**src/rtl/pitch_freq_gen.sv**
```systemverilog
// pitch_freq_gen: turns a note request (channel, semitone, fine tune, gate)
// into an oscillator phase increment. Semitone within the octave indexes a
// 13-entry base table, the fine tune interpolates linearly toward the next
// semitone, and the octave count left-shifts the result with saturation.
// One request is processed at a time; each channel keeps its last value.
module pitch_freq_gen #(
    parameter int NCH     = 4,
    parameter int PITCH_W = 7,
    parameter int FINE_W  = 8,
    parameter int FREQ_W  = 24
) (
    input  logic                     clk,
    input  logic                     rst_n,
    input  logic                     in_valid,
    output logic                     in_ready,
    input  logic [$clog2(NCH)-1:0]   in_chan,
    input  logic [PITCH_W-1:0]       in_pitch,
    input  logic [FINE_W-1:0]        in_fine,
    input  logic                     in_gate,
    output logic                     out_valid,
    output logic [$clog2(NCH)-1:0]   out_chan,
    output logic [FREQ_W-1:0]        out_freq,
    output logic [NCH*FREQ_W-1:0]    freq_bus
);

    localparam int CH_W    = $clog2(NCH);
    localparam int BASE_W  = 17;                              // widest table entry is 66976
    localparam int OCT_MAX = ((2**PITCH_W) - 1 + 11) / 12;    // ceil((2^PITCH_W-1)/12)
    localparam int SH_W    = FREQ_W + OCT_MAX + 1;            // shifted value before saturation
    localparam int OCT_W   = $clog2(OCT_MAX + 1);
    localparam int PROD_W  = BASE_W + FINE_W;

    typedef enum logic [2:0] {
        S_IDLE,
        S_DIV,
        S_LOOKUP,
        S_INTERP,
        S_DONE
    } state_t;

    state_t state, state_nx;

    logic [CH_W-1:0]    chan_r;
    logic [FINE_W-1:0]  fine_r;
    logic               gate_r;
    logic [PITCH_W-1:0] rem_r;
    logic [OCT_W-1:0]   oct_r;
    logic [BASE_W-1:0]  a_r;
    logic [BASE_W-1:0]  b_r;

    logic               accept;
    logic               div_step;
    logic               chan_ok;

    logic [BASE_W-1:0]  diff;
    logic [PROD_W-1:0]  prod;
    logic [BASE_W-1:0]  f_int;
    logic [SH_W-1:0]    f_sh;
    logic [FREQ_W-1:0]  res;

    // Base phase increments for C..C' (one octave plus the upper neighbour
    // so semitone 11 can interpolate toward the next C).
    function automatic logic [BASE_W-1:0] base_rom(input logic [3:0] idx);
        logic [BASE_W-1:0] v;
        case (idx)
            4'd0:    v = 17'd33488;
            4'd1:    v = 17'd35479;
            4'd2:    v = 17'd37589;
            4'd3:    v = 17'd39824;
            4'd4:    v = 17'd42192;
            4'd5:    v = 17'd44701;
            4'd6:    v = 17'd47359;
            4'd7:    v = 17'd50175;
            4'd8:    v = 17'd53159;
            4'd9:    v = 17'd56320;
            4'd10:   v = 17'd59669;
            4'd11:   v = 17'd63217;
            4'd12:   v = 17'd66976;
            default: v = '0;
        endcase
        return v;
    endfunction

    // Clamp the octave-shifted value to the output width.
    function automatic logic [FREQ_W-1:0] sat_freq(input logic [SH_W-1:0] x);
        if (|x[SH_W-1:FREQ_W]) begin
            return '1;
        end
        return x[FREQ_W-1:0];
    endfunction

    assign in_ready  = (state == S_IDLE);
    assign out_valid = (state == S_DONE);
    assign chan_ok   = ({1'b0, chan_r} < (CH_W + 1)'(NCH));

    // Interpolation, octave shift and saturation of the looked-up operands.
    always_comb begin
        diff  = b_r - a_r;
        prod  = PROD_W'(diff) * PROD_W'(fine_r);
        f_int = a_r + BASE_W'(prod >> FINE_W);
        f_sh  = SH_W'(f_int) << oct_r;
        res   = gate_r ? sat_freq(f_sh) : '0;
    end

    // State register.
    always_ff @(posedge clk or negedge rst_n) begin
        if (!rst_n) begin
            state <= S_IDLE;
        end else begin
            state <= state_nx;
        end
    end

    // Next-state logic; a note-off borrows the INTERP slot (result forced
    // to zero) so it reaches DONE one edge after acceptance.
    always_comb begin
        state_nx = state;
        accept   = 1'b0;
        div_step = 1'b0;
        case (state)
            S_IDLE: begin
                if (in_valid) begin
                    accept   = 1'b1;
                    state_nx = in_gate ? S_DIV : S_INTERP;
                end
            end
            S_DIV: begin
                if (rem_r >= PITCH_W'(12)) begin
                    div_step = 1'b1;
                end else begin
                    state_nx = S_LOOKUP;
                end
            end
            S_LOOKUP: state_nx = S_INTERP;
            S_INTERP: state_nx = S_DONE;
            S_DONE:   state_nx = S_IDLE;
            default:  state_nx = S_IDLE;
        endcase
    end

    // Request latch, repeated-subtraction octave split and registered ROM read.
    always_ff @(posedge clk or negedge rst_n) begin
        if (!rst_n) begin
            chan_r <= '0;
            fine_r <= '0;
            gate_r <= 1'b0;
            rem_r  <= '0;
            oct_r  <= '0;
            a_r    <= '0;
            b_r    <= '0;
        end else begin
            if (accept) begin
                chan_r <= in_chan;
                fine_r <= in_fine;
                gate_r <= in_gate;
                rem_r  <= in_pitch;
                oct_r  <= '0;
            end
            if (div_step) begin
                rem_r <= rem_r - PITCH_W'(12);
                oct_r <= oct_r + OCT_W'(1);
            end
            if (state == S_LOOKUP) begin
                a_r <= base_rom(rem_r[3:0]);
                b_r <= base_rom(rem_r[3:0] + 4'd1);
            end
        end
    end

    // Result registers and per-channel hold; loaded on the edge into DONE.
    always_ff @(posedge clk or negedge rst_n) begin
        if (!rst_n) begin
            out_chan <= '0;
            out_freq <= '0;
            freq_bus <= '0;
        end else if (state == S_INTERP) begin
            out_chan <= chan_r;
            out_freq <= res;
            if (chan_ok) begin
                freq_bus[chan_r*FREQ_W +: FREQ_W] <= res;
            end
        end
    end

endmodule

```
**config.mk**
```make
export PLATFORM = sky130hd
export DESIGN_NAME = pitch_freq_gen
export DESIGN_NICKNAME = d
export VERILOG_FILES = /design/src/rtl/pitch_freq_gen.sv
export SDC_FILE = /design/constraint.sdc
export NUM_CORES = 1
export LEC_CHECK = 0
export ABC_AREA = 1
export BUFFER_PORTS_ARGS = -buffer_cell sky130_fd_sc_hd__buf_2
export CAP_MARGIN = 30
export CORE_ASPECT_RATIO = 0.6
export CORE_MARGIN = 5
export CORE_UTILIZATION = 35
export CTS_BUF_LIST = sky130_fd_sc_hd__clkbuf_8
export DETAILED_ROUTE_END_ITERATION = 7
export GPL_TIMING_DRIVEN = 0
export SLEW_MARGIN = 20
export SYNTH_ARGS = -nofsm -noshare
export SYNTH_HDL_FRONTEND = slang
export SYNTH_SLANG_ARGS = --single-unit
export TNS_END_PERCENT = 50
```
**constraint.sdc**
```tcl
create_clock -name clk -period 11.9 [get_ports clk]
set_clock_uncertainty 0.15 [all_clocks]
set_input_delay 2.38 -clock clk [delete_from_list [all_inputs] [get_ports clk]]
set_output_delay 2.38 -clock clk [all_outputs]
set_load 0.01 [all_outputs]
```
==> results by group, run 1 <==
Status
  – Status: finished clean

Synth
  – Yosys warning count: 0
  – Mapped Cells: 2058
  – Mapped Area: between 15000 and 20000 um^2
  – Synth Flop Type: dfrtp_1
  – Synth cell types: 51
  – Seq/Total Area, Yosys: 29.22%
  – Async set-or-reset flop fraction in the synthesized netlist: 100.0%
  – Syn_nets: around 2300
  – Synthesized area per cell: 7.533 um^2
  – Largest cells by area after synthesis: dfrtp_1, nand2_1, fa_1, ha_1, inv_1
  – Top-count cell post-synth: nand2_1
  – Post-synth EDFFs: 0
  – Synth Register Bits: 181
  – Synth top area share: 29.22%
  – Cell accounting for the most synthesized area: dfrtp_1
  – Top cells by count, synth: nand2_1, inv_1, nor2_1

Critical path
  – Startpoint Class: flop
  – Reg2reg setup slack: between 1 and 1.5 ns
  – Worst r2r src: b_r[0]$_DFFE_PN0P_
  – CP Depth: 52
  – Worst path bufs/invs: 8
  – Setup CP Type: flop to flop
  – Worst Setup End Kind: flop
  – Critical path arrival: ~11 ns
  – Worst R2R Path Depth: 52
  – Crit path capture: freq_bus[95]$_DFFE_PN0P_
  – Critical Path Start: b_r[0]$_DFFE_PN0P_
  – CP Data Required Time: 12.21 ns
  – Most used cell, CP: nand2_1
  – CP Max Fanout: 8
  – CP max stage cell: xor2_1
  – CP max stage delay: 0.81 ns
  – CP delay by family, top: adder cells
  – Reg-to-reg endpoint: freq_bus[95]$_DFFE_PN0P_

Worst hold path
  – Hold Crit Depth: 2
  – Worst min-delay path class: flop to flop

Clocking
  – Clk root buf: clkbuf_8
  – CTS tree: built
  – TritonCTS buffer count: 17
  – Depth of the CTS H-tree: 4
  – Clk sinks: about 180
  – Max Buffers Root-to-Sink: 2
  – Worst skew pair latency: 0.52 ns
  – Post-CTS setup buffers: 0
  – Post-CTS Hold Fix Bufs: 0
  – CTS resizes: 0
  – Register clock-pin slew on the reported worst setup and hold paths: 0.12 ns

Floorplanning
  – Die width: roughly 280 um
  – Rows: 59
  – Core area: about 44000 um^2
  – Die area: 48740 um^2
  – Starting Density: 35.59%
  – Ports: 145
  – Die H: 173.0 um

Global route
  – GRT overflow: 0
  – First-pass GRT wire length: 84270 um
  – Initial antenna violation count: 1
  – Largest net degree at the start of global routing: just under 100
  – GR Util All Layers: 22.10%
  – Vias in the first global route: 14240

Job
  – Max Cap Violations: 0

Drt
  – Via/cell ratio: ~5.3
  – Final wirelength: 53720 um
  – DR vias: 14930
  – Residual DRC: 0
  – Total iterations of the first detailed-routing run: 5
  – Wire length per cell: 19.07 um
  – Routed Antenna Nets: 0
  – DR iter-0 viols: 1538

Cells and area
  – Share of layout cells above drive strength 1: 13.86%
  – Layout area overhead: 12.15%
  – Fillers: between 4000 and 5000
  – Net count, final: 2430

Timing
  – Fmax: 94.84 MHz
  – Setup violators final: 0
  – Slew @ Worst Pin: about 1 ns
  – Hold Slack: approximately 0.33 ns
  – RSZ-0062 raised after global routing: no
  – Period Utilization, post-route: 88.61%
  – Fin crit period: 10.54 ns
  – Slew Viols, Final: 0
  – Setup TNS: 0 ns
  – Endpoints failing hold: 0
  – Max-slew headroom: 33.33%

Place
  – Dpl hpwl: 43990 um
  – GPL Wtd Cong: 0.9980
  – I/O Buffers: around 140
[routing by layer]
metal	GRT usage [%]	vias to the layer above	share of wire, %
met1	36.74	7306	51
met3	6.240	48	11
met2	27.98	648	37
li1	-	6927	-
met5	0	-	0
met4	3.567	0	1.2
[area by class of cell]
cell class / instances / area, um^2 / share of cell area [%]
diodes: 1 / 2.502 / 0.01439
flip-flops and latches: 181 / 4529 / 26.05
well taps: 579 / 724.4 / 4.167
clock inverters: 13 / 132.6 / 0.7629
plain buffers: 82 / 385.4 / 2.217
multi-input cells: 1524 / 9570 / 55.05
inverters: 271 / 1017 / 5.851
repair buffers: 148 / 775.7 / 4.462
clock buffers: 18 / 247.7 / 1.425
[worst register-to-register path: cells and delay by family (launching register included)]
kind            cells  cell delay [ns]
fa+ha+maj           8             3.51
buf+inv             8             0.74
simple gates       23             2.65
xor+xnor            2             0.99
compound gates     11             2.06
flops               1             0.37
[state kept, by name, indices dropped and copies added, names as in the netlist]
name and count:
a_r 17, chan_r 2, oct_r 4, out_freq 24, gate_r 1, b_r 17, freq_bus 96, rem_r 7
out_chan 2, state 3, fine_r 8
[worst min-delay path by stage]
stage | start | to
2_1_floorplan | b_r[12]$_DFFE_PN0P_ | b_r[12]$_DFFE_PN0P_
3_3_place_gp | freq_bus[67]$_DFFE_PN0P_ | freq_bus[67]$_DFFE_PN0P_
3_5_place_dp | freq_bus[61]$_DFFE_PN0P_ | freq_bus[61]$_DFFE_PN0P_
4_1_cts | freq_bus[65]$_DFFE_PN0P_ | freq_bus[65]$_DFFE_PN0P_
5_1_grt | out_freq[16]$_DFFE_PN0P_ | out_freq[16]$_DFFE_PN0P_
6_report | freq_bus[65]$_DFFE_PN0P_ | freq_bus[65]$_DFFE_PN0P_
[through the flow]
| stage | instance area [um^2] | util, % | setup slack, ns | std cells |
|---|---|---|---|---|
| 2_1_floorplan | 15500 | - | 3.311 | 2058 |
| 3_3_place_gp | 16950 | 38.91 | 1.776 | 2781 |
| 3_5_place_dp | 17000 | 39.02 | 1.605 | 2784 |
| 4_1_cts | 17380 | 39.89 | 1.542 | 2815 |
| 5_1_grt | 17390 | 39.92 | 0.6796 | 2817 |
| 6_report | 17390 | 39.92 | 1.356 | 2817 |
[placed cells by master (no fill, tap or decap), types with 3 or more instances in the layout]
cell      Yosys  layout
nand4_1      44      44
inv_6         0       6
dfrtp_1     181     181
nor2_1      184     184
clkbuf_8      0      18
fa_1         91      91
nand3_2      11      11
o211ai_1      8       8
or2_2         8       8
nor3_1        7       7
nand3_1     143     143
o22ai_1       6       6
nand3_4      12      12
nand2_1     550     550
nand4_2       6       6
xor2_1       24      24
inv_1       255     255
buf_1         6       6
o21ai_0     135     135
o21ai_1       3       3
clkinv_1      9       9
o221ai_1      4       4
clkbuf_1     55      55
a32o_1       10      10
inv_8         0       3
nand2_2      46      46
buf_2        15     160
a31oi_1       9       9
a21oi_2      10      10
ha_1         93      93
o21bai_1      6       6
nand2_4       5       5
a21oi_1      72      72
inv_2         7       7
xnor2_1      15      15
[cells by family (layout without fill, tap and decap cells)]
logic type | after synthesis | after routing | synth area share (%)
AOI/OAI and AO/OA | 276 | 276 | 10.17
xor gates and xnor gates | 39 | 39 | 2.203
adders and majority gates | 184 | 184 | 19.26
buffers and inverters | 353 | 532 | 9.048
DFF | 181 | 181 | 29.22
other | 0 | 1 | 0
and+or+nand+nor | 1025 | 1025 | 30.10
Power of run 1 is not shown: default switching activity piles up to over one toggle a cycle in this logic, so the estimate is an artifact.
==> run 2: changes to the inputs <==
CORE_ASPECT_RATIO = default   (was 0.6)
==> results by group, run 2 (synthesis results as in run 1) <==
Critical path
  – CP Data Required Time: 12.19 ns (was 12.21 ns)
  – Reg2reg setup slack: 1.87 ns (was 1.36 ns)
  – CP max stage delay: 0.63 ns (was 0.81 ns)
  – Critical Path Start: a_r[2]$_DFFE_PN0P_ (was b_r[0]$_DFFE_PN0P_)
  – Critical path arrival: 10.33 ns (was 10.85 ns)
  – Startpoint Class: flop (unchanged)
  – CP Max Fanout: 8 (unchanged)
  – Setup CP Type: flop to flop (unchanged)
  – Reg-to-reg endpoint: freq_bus[37]$_DFFE_PN0P_ (was freq_bus[95]$_DFFE_PN0P_)
  – Worst R2R Path Depth: 56 (was 52)
  – Worst Setup End Kind: flop (unchanged)
  – Worst r2r src: a_r[2]$_DFFE_PN0P_ (was b_r[0]$_DFFE_PN0P_)
  – Most used cell, CP: nand2_1 (unchanged)
  – CP max stage cell: xor2_1 (unchanged)

Drt
  – Routed Antenna Nets: 0 (unchanged)
  – Total iterations of the first detailed-routing run: 5 (unchanged)
  – DR iter-0 viols: 1066 (was 1538)
  – Via/cell ratio: 5.089 (was 5.300)
  – Final wirelength: 48770 um (was 53720 um)
  – DR vias: 14410 (was 14930)
  – Residual DRC: 0 (unchanged)
  – Wire length per cell: 17.23 um (was 19.07 um)

Floorplanning
  – Ports: 145 (unchanged)
  – Die width: 220.5 um (was 281.7 um)
  – Die H: 220.5 um (was 173.0 um)
  – Rows: 77 (was 59)
  – Die area: 48600 um^2 (was 48740 um^2)
  – Starting Density: 35.21% (was 35.59%)
  – Core area: 44030 um^2 (was 43550 um^2)

Clocking
  – Clk sinks: 181 (unchanged)
  – Post-CTS setup buffers: 0 (unchanged)
  – Depth of the CTS H-tree: 4 (unchanged)
  – CTS resizes: 0 (unchanged)
  – Clk root buf: clkbuf_8 (unchanged)
  – Post-CTS Hold Fix Bufs: 0 (unchanged)
  – TritonCTS buffer count: 17 (unchanged)
  – Register clock-pin slew on the reported worst setup and hold paths: 0.10 ns (was 0.12 ns)
  – Worst skew pair latency: 0.56 ns (was 0.52 ns)
  – Max Buffers Root-to-Sink: 2 (unchanged)
  – CTS tree: built (unchanged)

Cells and area
  – Post-route insts no fill: 2831 (was 2817)
  – Net count, final: 2431 (was 2430)
  – Fillers: 4701 (was 4582)
  – Most flop-heavy register: freq_bus (unchanged)
  – N_diodes: 0 (was 1)
  – Biggest regs: freq_bus x96, out_freq x24 (unchanged)
  – Most frequent cells in the layout: nand2_1, inv_1, nor2_1 (unchanged)
  – Layout area overhead: 12.72% (was 12.15%)
  – Max reg flops: 96 (unchanged)
  – Most common cell after layout, fill and taps aside: nand2_1 (unchanged)
  – Share of layout cells above drive strength 1: 13.85% (was 13.86%)

Place
  – I/O Buffers: 144 (unchanged)
  – Cells after DPL: 2798 (was 2784)
  – GPL Wtd Cong: 0.9125 (was 0.9980)
  – Dpl hpwl: 39360 um (was 43990 um)
  – Place WS: 1.823 ns (was 1.605 ns)

Worst hold path
  – Hold Crit Depth: 2 (unchanged)
  – WHS Endpoint: freq_bus[4]$_DFFE_PN0P_ (was freq_bus[65]$_DFFE_PN0P_)
  – Worst min-delay path class: flop to flop (unchanged)
  – Hold Crit Start: freq_bus[4]$_DFFE_PN0P_ (was freq_bus[65]$_DFFE_PN0P_)

Timing
  – Max-slew headroom: 38.67% (was 33.33%)
  – RSZ-0062 raised after global routing: no (unchanged)
  – Slew Viols, Final: 0 (unchanged)
  – Setup ws final: 1.865 ns (was 1.356 ns)
  – Endpoints failing hold: 0 (unchanged)
  – Hold Slack: 0.3306 ns (was 0.3341 ns)
  – Setup TNS: 0 ns (unchanged)
  – Period Utilization, post-route: 84.32% (was 88.61%)
  – Slew @ Worst Pin: 0.9169 ns (was 0.9966 ns)
  – Fmax: 99.66 MHz (was 94.84 MHz)
  – Setup violators final: 0 (unchanged)
  – Fin crit period: 10.03 ns (was 10.54 ns)

Global route
  – Vias in the first global route: 14250 (was 14240)
  – GRT overflow: 0 (unchanged)
  – GR Util All Layers: 20.22% (was 22.10%)
  – Largest net degree at the start of global routing: 81 (was 97)
  – First-pass GRT wire length: 77030 um (was 84270 um)
  – Initial antenna violation count: 0 (was 1)

Job
  – Max Cap Violations: 0 (unchanged)

Status
  – Status: finished clean (unchanged)
run 2: final cells by class:
class	instances	area, um^2	area share, %
buffer	82	385.4	2.205
timing repair buffer	149	802.0	4.590
clock buffer	17	234.0	1.339
multi-input combinational	1524	9570	54.77
inverter	271	1017	5.821
sequential	181	4529	25.92
tap	592	740.7	4.239
clock inverter	15	195.2	1.117
run 2: stage by stage:
| step | utilization, % | instance area [um^2] |
|---|---|---|
| finish | 39.69 | 17470 |
| global route | 39.69 | 17470 |
| CTS | 39.67 | 17470 |
| detailed placement | 38.70 | 17040 |
| global placement | 38.53 | 16960 |
| floorplan | - | 15500 |
run 2: how the worst max path moves through the flow:
stage	endpoint	slack, ns	cells after the start
after floorplan	freq_bus[67]$_DFFE_PN0P_	3.31	57
final	freq_bus[37]$_DFFE_PN0P_	1.87	56
after global placement	freq_bus[31]$_DFFE_PN0P_	1.94	56
after detailed placement	freq_bus[31]$_DFFE_PN0P_	1.82	56
after global routing	freq_bus[31]$_DFFE_PN0P_	0.98	56
after CTS	freq_bus[31]$_DFFE_PN0P_	1.81	56
run 2: critical path, delay by kind of cell, from the launching register on:
kind	cells	cell delay (ns)
buf+inv	7	0.52
flops	1	0.40
xor+xnor	2	0.89
fa+ha+maj	7	3.04
compound gates	10	1.72
simple gates	30	3.22
run 2: metal layers:
metal	vias to the layer above	wire [um]	track usage [%]
li1	6932	-	-
met1	6952	21930	27.16
met2	455	22770	33.32
met3	67	2629	3.078
met4	0	1435	7.177
met5	-	0	0
Power of run 2 is left out for the same reason.
